`src/rtl/multicycle_control.sv`:
```
// -----------------------------------------------------------------------------
// multicycle_control
// Main control FSM for a multicycle MIPS datapath. Each instruction is
// sequenced through fetch, decode, execute, memory and writeback. The block
// drives the datapath mux selects and write enables, plus the 2-bit ALUOp
// that feeds the downstream ALU control decoder. FETCH, MEMRD and MEMWR wait
// for the memory-ready handshake before they advance.
//
// Ports
//   clk          rising-edge clock
//   rst_n        asynchronous active-low reset
//   Opcode[5:0]  IR[31:26]; sampled only in DECODE and MEMADR
//   MemReady     memory completes the current access this cycle
//   PCWrite, PCWriteCond, IorD, MemRead, MemWrite, IRWrite,
//   MemtoReg, RegDst, RegWrite, ALUSrcA, ALUSrcB[1:0], ALUOp[1:0],
//   PCSource[1:0]  datapath controls (Moore, decoded from the state)
//   IllegalOp    sticky unsupported-opcode flag, cleared only by reset
//   State[3:0]   current state, for debug
//
// Optional feature (macro MC_RETIRE_CNT_EN)
//   Adds RetireCount[31:0]. It counts retired instructions and wraps.
//   Illegal opcodes are not counted.
// -----------------------------------------------------------------------------
module multicycle_control #(
    parameter int STATE_W = 4
) (
    input  logic               clk,
    input  logic               rst_n,
    input  logic [5:0]         Opcode,
    input  logic               MemReady,
    output logic               PCWrite,
    output logic               PCWriteCond,
    output logic               IorD,
    output logic               MemRead,
    output logic               MemWrite,
    output logic               IRWrite,
    output logic               MemtoReg,
    output logic               RegDst,
    output logic               RegWrite,
    output logic               ALUSrcA,
    output logic [1:0]         ALUSrcB,
    output logic [1:0]         ALUOp,
    output logic [1:0]         PCSource,
    output logic               IllegalOp,
    output logic [STATE_W-1:0] State
`ifdef MC_RETIRE_CNT_EN
    ,
    output logic [31:0]        RetireCount
`endif
);

    localparam logic [3:0] S_FETCH   = 4'd0;
    localparam logic [3:0] S_DECODE  = 4'd1;
    localparam logic [3:0] S_MEMADR  = 4'd2;
    localparam logic [3:0] S_MEMRD   = 4'd3;
    localparam logic [3:0] S_MEMWB   = 4'd4;
    localparam logic [3:0] S_MEMWR   = 4'd5;
    localparam logic [3:0] S_EXEC    = 4'd6;
    localparam logic [3:0] S_RTYPEWB = 4'd7;
    localparam logic [3:0] S_BRANCH  = 4'd8;
    localparam logic [3:0] S_JUMP    = 4'd9;
    localparam logic [3:0] S_ADDIEX  = 4'd10;
    localparam logic [3:0] S_ADDIWB  = 4'd11;

    localparam logic [5:0] OP_RTYPE = 6'b000000;
    localparam logic [5:0] OP_LW    = 6'b100011;
    localparam logic [5:0] OP_SW    = 6'b101011;
    localparam logic [5:0] OP_BEQ   = 6'b000100;
    localparam logic [5:0] OP_J     = 6'b000010;
    localparam logic [5:0] OP_ADDI  = 6'b001000;

    logic [3:0] r_state;
    logic [3:0] w_next_state;
    logic       w_illegal_hit;
    logic       r_illegal;

    // Raw Moore decode, before the reset gating of the write enables.
    logic       w_pc_write;
    logic       w_pc_write_cond;
    logic       w_mem_read;
    logic       w_mem_write;
    logic       w_ir_write;
    logic       w_reg_write;

    // State register.
    always_ff @(posedge clk or negedge rst_n) begin
        if (!rst_n) begin
            r_state <= S_FETCH;
        end else begin
            r_state <= w_next_state;
        end
    end

    // Sticky illegal-opcode flag; only reset clears it.
    always_ff @(posedge clk or negedge rst_n) begin
        if (!rst_n) begin
            r_illegal <= 1'b0;
        end else if (w_illegal_hit) begin
            r_illegal <= 1'b1;
        end else begin
            r_illegal <= r_illegal;
        end
    end

    // Next-state logic; Opcode is consulted only in DECODE and MEMADR.
    always_comb begin
        w_next_state  = S_FETCH;
        w_illegal_hit = 1'b0;
        case (r_state)
            S_FETCH:   w_next_state = MemReady ? S_DECODE : S_FETCH;
            S_DECODE: begin
                case (Opcode)
                    OP_RTYPE: w_next_state = S_EXEC;
                    OP_LW:    w_next_state = S_MEMADR;
                    OP_SW:    w_next_state = S_MEMADR;
                    OP_BEQ:   w_next_state = S_BRANCH;
                    OP_J:     w_next_state = S_JUMP;
                    OP_ADDI:  w_next_state = S_ADDIEX;
                    default: begin
                        w_next_state  = S_FETCH;
                        w_illegal_hit = 1'b1;
                    end
                endcase
            end
            S_MEMADR:  w_next_state = (Opcode == OP_LW) ? S_MEMRD : S_MEMWR;
            S_MEMRD:   w_next_state = MemReady ? S_MEMWB : S_MEMRD;
            S_MEMWB:   w_next_state = S_FETCH;
            S_MEMWR:   w_next_state = MemReady ? S_FETCH : S_MEMWR;
            S_EXEC:    w_next_state = S_RTYPEWB;
            S_RTYPEWB: w_next_state = S_FETCH;
            S_BRANCH:  w_next_state = S_FETCH;
            S_JUMP:    w_next_state = S_FETCH;
            S_ADDIEX:  w_next_state = S_ADDIWB;
            S_ADDIWB:  w_next_state = S_FETCH;
            // Encodings 12-15 are unreachable; recover to FETCH.
            default:   w_next_state = S_FETCH;
        endcase
    end

    // Output decode from the state register (MemReady gates only FETCH).
    always_comb begin
        w_pc_write      = 1'b0;
        w_pc_write_cond = 1'b0;
        IorD            = 1'b0;
        w_mem_read      = 1'b0;
        w_mem_write     = 1'b0;
        w_ir_write      = 1'b0;
        MemtoReg        = 1'b0;
        RegDst          = 1'b0;
        w_reg_write     = 1'b0;
        ALUSrcA         = 1'b0;
        ALUSrcB         = 2'b00;
        ALUOp           = 2'b00;
        PCSource        = 2'b00;
        case (r_state)
            S_FETCH: begin
                w_mem_read = 1'b1;
                ALUSrcB    = 2'b01;
                w_ir_write = MemReady;
                w_pc_write = MemReady;
            end
            S_DECODE: begin
                ALUSrcB = 2'b11;
            end
            S_MEMADR: begin
                ALUSrcA = 1'b1;
                ALUSrcB = 2'b10;
            end
            S_MEMRD: begin
                w_mem_read = 1'b1;
                IorD       = 1'b1;
            end
            S_MEMWB: begin
                w_reg_write = 1'b1;
                MemtoReg    = 1'b1;
            end
            S_MEMWR: begin
                w_mem_write = 1'b1;
                IorD        = 1'b1;
            end
            S_EXEC: begin
                ALUSrcA = 1'b1;
                ALUOp   = 2'b10;
            end
            S_RTYPEWB: begin
                RegDst      = 1'b1;
                w_reg_write = 1'b1;
            end
            S_BRANCH: begin
                ALUSrcA         = 1'b1;
                ALUOp           = 2'b01;
                w_pc_write_cond = 1'b1;
                PCSource        = 2'b01;
            end
            S_JUMP: begin
                w_pc_write = 1'b1;
                PCSource   = 2'b10;
            end
            S_ADDIEX: begin
                ALUSrcA = 1'b1;
                ALUSrcB = 2'b10;
            end
            S_ADDIWB: begin
                w_reg_write = 1'b1;
            end
            default: begin
                w_pc_write = 1'b0;
            end
        endcase
    end

    // Write enables are forced low combinationally while reset is asserted,
    // so no state element in the datapath is disturbed during reset.
    assign PCWrite     = w_pc_write      & rst_n;
    assign PCWriteCond = w_pc_write_cond & rst_n;
    assign MemRead     = w_mem_read      & rst_n;
    assign MemWrite    = w_mem_write     & rst_n;
    assign IRWrite     = w_ir_write      & rst_n;
    assign RegWrite    = w_reg_write     & rst_n;
    assign IllegalOp   = r_illegal;
    assign State       = r_state;

`ifdef MC_RETIRE_CNT_EN
    logic [31:0] r_retire_cnt;
    logic        w_retire;

    // An instruction retires on the edge that leaves its last state.
    always_comb begin
        w_retire = 1'b0;
        case (r_state)
            S_MEMWB:   w_retire = 1'b1;
            S_MEMWR:   w_retire = MemReady;
            S_RTYPEWB: w_retire = 1'b1;
            S_BRANCH:  w_retire = 1'b1;
            S_JUMP:    w_retire = 1'b1;
            S_ADDIWB:  w_retire = 1'b1;
            default:   w_retire = 1'b0;
        endcase
    end

    // Retired-instruction counter; wraps naturally at 32 bits.
    always_ff @(posedge clk or negedge rst_n) begin
        if (!rst_n) begin
            r_retire_cnt <= 32'd0;
        end else if (w_retire) begin
            r_retire_cnt <= r_retire_cnt + 32'd1;
        end else begin
            r_retire_cnt <= r_retire_cnt;
        end
    end

    assign RetireCount = r_retire_cnt;
`endif

endmodule

```
`config.mk`:
```
export PLATFORM = sky130hd
export DESIGN_NAME = multicycle_control
export DESIGN_NICKNAME = d
export VERILOG_FILES = /design/src/rtl/multicycle_control.sv
export SDC_FILE = /design/constraint.sdc
export NUM_CORES = 1
export LEC_CHECK = 0
export ABC_AREA = 1
export CAP_MARGIN = 15
export CORE_MARGIN = 2
export CORE_UTILIZATION = 40
export DETAILED_ROUTE_END_ITERATION = 12
export GPL_ROUTABILITY_DRIVEN = 0
export PLACE_DENSITY = 0.86
export SLEW_MARGIN = 30
export SYNTH_ARGS = -nofsm -noshare
export SYNTH_HDL_FRONTEND = slang
export SYNTH_SLANG_ARGS = --single-unit
```
`constraint.sdc`:
```
create_clock -name clk -period 3.1 [get_ports clk]
set_input_delay 0.62 -clock clk [delete_from_list [all_inputs] [get_ports clk]]
set_output_delay 0.62 -clock clk [all_outputs]
set_load 0.005 [all_outputs]
```
==> out/results.tsv, run 1 <==
metric	value	unit
ir_drop	0.101	mV
fmax	388	MHz
syn-cell-area	548	um2
worstHoldEndpoint	IllegalOp	
cts_max_level	1	
hold_violations	0	
maxSlewHeadroom	0.843	
cts.sinks	5	
timing.final.crit_period	2580	ps
io-pin-count	30	
rr_worst_depth	7	
drive_gt1_frac	0.0935	
cp_slowest_stage_delay	530	ps
synthToLayoutAreaGrowth	62.6	%
regToRegStartpoint	State[3]	
end_kind	output pin	
initial_utilization	0.426	
status	completed	
rsz0062_at_grt	no	
clockBufferDepth	2	
wl_per_cell	9.05	um
rows	13	
cts_buffers	3	
path_cells	clkdlybuf4s50_1 -> nand3_1 -> a21oi_1 -> clkdlybuf4s50_1	
crit_buf_inv	2	
drtPass1Iterations	4	
dieWidth	41.0	um
dp_hpwl	1.19	mm
worst-path-max-fanout	3	
core-area	0.00128	mm2
clkTransAtPathRegs	40	ps
rrSetupSlack	1940	ps
layout_common_cells	29 x clkdlybuf4s50_1, 24 x inv_1, 23 x nand2_1, 23 x nor2_1, 9 x nand3_1	
portBuffers	29	
tightest_slew	233	ps
grt_max_degree	8	
drc	0	
final_common_cell	clkdlybuf4s50_1	
grtUsageTotal	0.188	
drt_iter0_drc	11	
min_path_cells	2	
setup_viol	0	
postCtsSetupRepairBufs	0	
synth_cell_types	15	
p_total	0.235	mW
antenna_found_initial	0	
clkLatencyLatePin	240	ps
hold_slack	463	ps
crit_top_cell	clkdlybuf4s50_1	
die_h	41.0	um
finalClockSkew	0.292	ps
fin_setup_tns	0	ps
diodes	0	
vias	724	
hold_start	IllegalOp	
seq_area_frac_synth	0.228	
grt_pass1_wl	2.14	mm
dp.cells	150	
grt_pass1_vias	535	
hold_class	flip-flop to flip-flop	
viasPerCell	4.70	
cp.required	2480	ps
nFillCells	116	
worst_ep_arrival_time	1960	ps
r2r-end	State[2]	
cts_resized	0	
stdcell_count	154	
path_class	input pin to output pin	
detail-route-antenna-nets	0	
yosysWarnings	0	
yosys_register_bits	5	
post-route-period-util	0.831	
critPathTopFamily	buffers and inverters	
slew_viol_final	0	
overflow	0	
power.leakage	0.496	nW
utilization	0.693	
drt_wl_total	1.39	mm
syn_inst	105	
critPathLaunchType	input pin	
cts_tree	built	
p_per_area	264	mW/mm2
post_synth.cell_area_avg	5.22	um2
cts_hold_buffers	0	
cp_slowest_cell	clkdlybuf4s50_1	
drv_cap	0	
cts_root_buf	clkbuf_4	
nNetsFinal	149	
syn_nets	114	
dieArea	0.00168	mm2
synth_stat cells, drive strengths merged:
| master | instances | area share |
|---|---|---|
| a211oi | 1 | 0.014 |
| o21ai | 5 | 0.046 |
| or2 | 1 | 0.011 |
| nor2 | 25 | 0.19 |
| inv | 28 | 0.19 |
| nor3 | 1 | 0.0091 |
| a21oi | 4 | 0.037 |
| nand3 | 9 | 0.082 |
| dfrtp | 5 | 0.23 |
| nand2 | 26 | 0.19 |
worst reg2reg max path: stages (launching register included):
cell and delay (ps):
dfrtp_1 450, nor2_4 210, inv_2 80, nor2_1 130
nand2_1 70, nand2_1 60, inv_1 40, nand2_1 60
power breakdown:
part / leakage, nW / total, mW / switching [mW] / internal (mW)
clock: 0.0150 / 0.0727 / 0.0242 / 0.0485
sequential: 0.0629 / 0.0737 / 0.00478 / 0.0690
combinational: 0.418 / 0.0886 / 0.0428 / 0.0458
cell type report:
class | instances | area (um2) | share of cell area
multi-input cells | 72 | 318 | 0.357
well taps | 15 | 18.8 | 0.0211
flip-flops and latches | 5 | 125 | 0.140
clock buffers | 4 | 26.3 | 0.0295
inverters | 28 | 105 | 0.118
repair buffers | 30 | 298 | 0.334
cells by family after synthesis:
kind of cell	after synthesis	synth area share
AND/OR/NAND/NOR	62	0.484
AO/OA/AOI/OAI	10	0.0959
buffers and inverters	28	0.192
flip-flops	5	0.228
state kept, by name (all words and copies together) (netlist names):
name	cells
State	4
IllegalOp	1
worst max-delay path by stage:
stage | startpoint | endpoint | slack [ps] | cells past startpoint
after floorplan | rst_n | MemRead | 1560 | 2
after global placement | rst_n | MemRead | 570 | 4
after detailed placement | rst_n | MemRead | 540 | 4
after CTS | rst_n | MemRead | 540 | 4
after global routing | rst_n | MemRead | 460 | 4
final | MemReady | PCWrite | 520 | 4
metrics by stage:
stage          setup WS (ps)  instance area (um2)
6_report                 523                  891
5_1_grt                  462                  891
4_1_cts                  537                  891
2_1_floorplan           1560                  548
3_3_place_gp             572                  865
3_5_place_dp             537                  865
per-layer routing:
metal | wire length, um | global-route usage | part of all wire
met3 | 63 | 0.0163 | 0.045
met5 | 0 | 0 | 0
met2 | 700 | 0.328 | 0.50
met4 | 8 | 0.0500 | 0.0057
met1 | 621 | 0.243 | 0.45
No activity file was read; power rests on OpenSTA's default activity.
==> inputs of run 2 (changes only) <==
--- a/config.mk
+++ b/config.mk
@@ -8,10 +8,10 @@
 export ABC_AREA = 1
 export CAP_MARGIN = 15
 export CORE_MARGIN = 2
-export CORE_UTILIZATION = 40
+export CORE_UTILIZATION = 37
 export DETAILED_ROUTE_END_ITERATION = 12
 export GPL_ROUTABILITY_DRIVEN = 0
-export PLACE_DENSITY = 0.86
+export PLACE_DENSITY = 0.81
 export SLEW_MARGIN = 30
 export SYNTH_ARGS = -nofsm -noshare
 export SYNTH_HDL_FRONTEND = slang
==> constraint.sdc (replaced) <==
create_clock -name clk -period 2.5 [get_ports clk]
set_input_delay 0.5 -clock clk [delete_from_list [all_inputs] [get_ports clk]]
set_output_delay 0.5 -clock clk [all_outputs]
set_load 0.005 [all_outputs]
==> run 2 against run 1 <==
Clock power rose by 32%; critical endpoint is now MemRead; critical path type unchanged; sequential share of layout area did not move; highest routed layer unchanged; largest cell class unchanged; clock-buffer cell count did not move.
==> out/results.tsv, run 2 (synthesized netlist as in run 1, its figures left out) <==
metric	value	unit	change
status	completed		unchanged
crit_top_cell	clkdlybuf4s50_1		unchanged
cts_max_level	1		unchanged
cts_tree	built		unchanged
maxSlewHeadroom	0.819		was 0.843
met2_usage	0.283		was 0.328
min_path_cells	2		unchanged
drt_wl_total	1.55	mm	was 1.39 mm
drv_cap	0		unchanged
viasPerCell	4.77		was 4.70
drt_iter0_drc	13		was 11
drtPass1Iterations	4		unchanged
design_area	891	um2	unchanged
p_per_area	335	mW/mm2	was 264 mW/mm2
fmax	429	MHz	
clkLatencyLatePin	240	ps	about the same
io-pin-count	30		unchanged
dpl-instance-area	865	um2	unchanged
antenna_found_initial	0		unchanged
wl_per_cell	10.0	um	was 9.05 um
dieWidth	42.5	um	was 41.0 um
slew_viol_final	0		unchanged
portBuffers	29		unchanged
nNetsFinal	149		unchanged
cp.required	2000	ps	was 2480 ps
hold_violations	0		unchanged
dieArea	0.00180	mm2	was 0.00168 mm2
crit_buf_inv	3		was 2
hold_class	flip-flop to flip-flop		unchanged
grt_busiest_layer	met2		unchanged
setup_viol	0		unchanged
grtUsageTotal	0.173		was 0.188
rrSetupSlack	1320	ps	was 1940 ps
core-area	0.00135	mm2	was 0.00128 mm2
overflow	0		unchanged
initial_utilization	0.406		was 0.426
layout_common_cells	29 x clkdlybuf4s50_1, 24 x inv_1, 23 x nand2_1, 23 x nor2_1, 9 x nand3_1		unchanged
vias	734		was 724
worst-path-max-fanout	5		was 3
grt_pass1_wl	2.44	mm	was 2.14 mm
diodes	0		unchanged
drive_gt1_frac	0.0935		unchanged
crit_cells	4		unchanged
grt_max_degree	8		unchanged
rr_worst_depth	6		was 7
drc	0		unchanged
end_kind	output pin		unchanged
dp_hpwl	1.31	mm	was 1.19 mm
cts_buffers	3		unchanged
cts_resized	0		unchanged
critPathLaunchType	input pin		unchanged
cts_hold_buffers	0		unchanged
timing.final.crit_period	2330	ps	
grt_pass1_vias	628		was 535
rsz0062_at_grt	no		unchanged
cp_slowest_stage_delay	530	ps	about the same
final_common_cell	clkdlybuf4s50_1		unchanged
synthToLayoutAreaGrowth	62.6	%	unchanged
path_class	input pin to output pin		unchanged
largest_register_ffs	4		unchanged
detail-route-antenna-nets	0		unchanged
nFillCells	131		was 116
use_met3	0.0172		was 0.0163
postCtsSetupRepairBufs	0		unchanged
cts.sinks	5		unchanged
ir_drop	0.145	mV	was 0.101 mV
die_h	42.5	um	was 41.0 um
clkTransAtPathRegs	40	ps	about the same
clockBufferDepth	2		unchanged
power.leakage	0.496	nW	unchanged
cp_slowest_cell	clkdlybuf4s50_1		unchanged
gr-usage-met1	0.211		was 0.243
critPathTopFamily	buffers and inverters		unchanged
cts_root_buf	clkbuf_4		unchanged
path_cells	clkdlybuf4s50_1 -> inv_1 -> a211oi_1 -> clkdlybuf4s50_1		was clkdlybuf4s50_1 -> nand3_1 -> a21oi_1 -> clkdlybuf4s50_1
rows	13		unchanged
post-route-period-util	0.932		
tightest_slew	268	ps	was 233 ps
finalClockSkew	1.91	ps	was 0.292 ps
worst_ep_arrival_time	1830	ps	was 1960 ps
fin_setup_tns	0	ps	unchanged
## run 2: cell counts in the layout (fill, tap and decap cells not counted)
Identical to the previous run, type by type.
## run 2: cell type report
| class | count | area (um2) | area share |
|---|---|---|---|
| Clock buffer | 4 | 26.3 | 0.0295 |
| Inverter | 28 | 105 | 0.118 |
| Multi-Input combinational cell | 72 | 318 | 0.357 |
| Sequential cell | 5 | 125 | 0.140 |
| Tap cell | 15 | 18.8 | 0.0211 |
| Timing Repair Buffer | 30 | 298 | 0.334 |
## run 2: metal layers
metal	vias to the layer above	wire length (um)
met2	29	752
met4	0	29
met5	-	0
met3	4	100
li1	379	-
met1	322	663
## run 2: worst paths after layout
kind,start,to
max,rst_n,MemRead
min,IllegalOp,IllegalOp
max reg2reg,State[1],State[2]
min reg2reg,IllegalOp,IllegalOp
max in group asynchronous,rst_n,State[3]
min in group asynchronous,rst_n,State[0]
## run 2: worst register-to-register path: stages (launching register included)
cell     delay, ps
dfrtp_1        420
nand2_1        230
inv_1           60
nand2_1         90
o21ai_0         90
nor2_1          90
nand2_1         70
## run 2: through the flow
| stage | setup slack [ps] | utilization | power, mW | instances | hold WS [ps] |
|---|---|---|---|---|---|
| after floorplan | 1080 | - | 0.143 | 105 | 204 |
| after global placement | 202 | 0.640 | 0.201 | 150 | 449 |
| after detailed placement | 163 | 0.640 | 0.203 | 150 | 481 |
| after CTS | 157 | 0.660 | 0.300 | 154 | 493 |
| after global routing | 99.4 | 0.660 | 0.316 | 154 | 509 |
| final | 171 | 0.660 | 0.299 | 154 | 481 |
## run 2: power breakdown
group	internal (mW)	total (mW)	switching [mW]
Clock	0.0605	0.0959	0.0354
Combinational	0.0568	0.111	0.0546
Sequential	0.0854	0.0916	0.00614
Total	0.203	0.299	0.0962
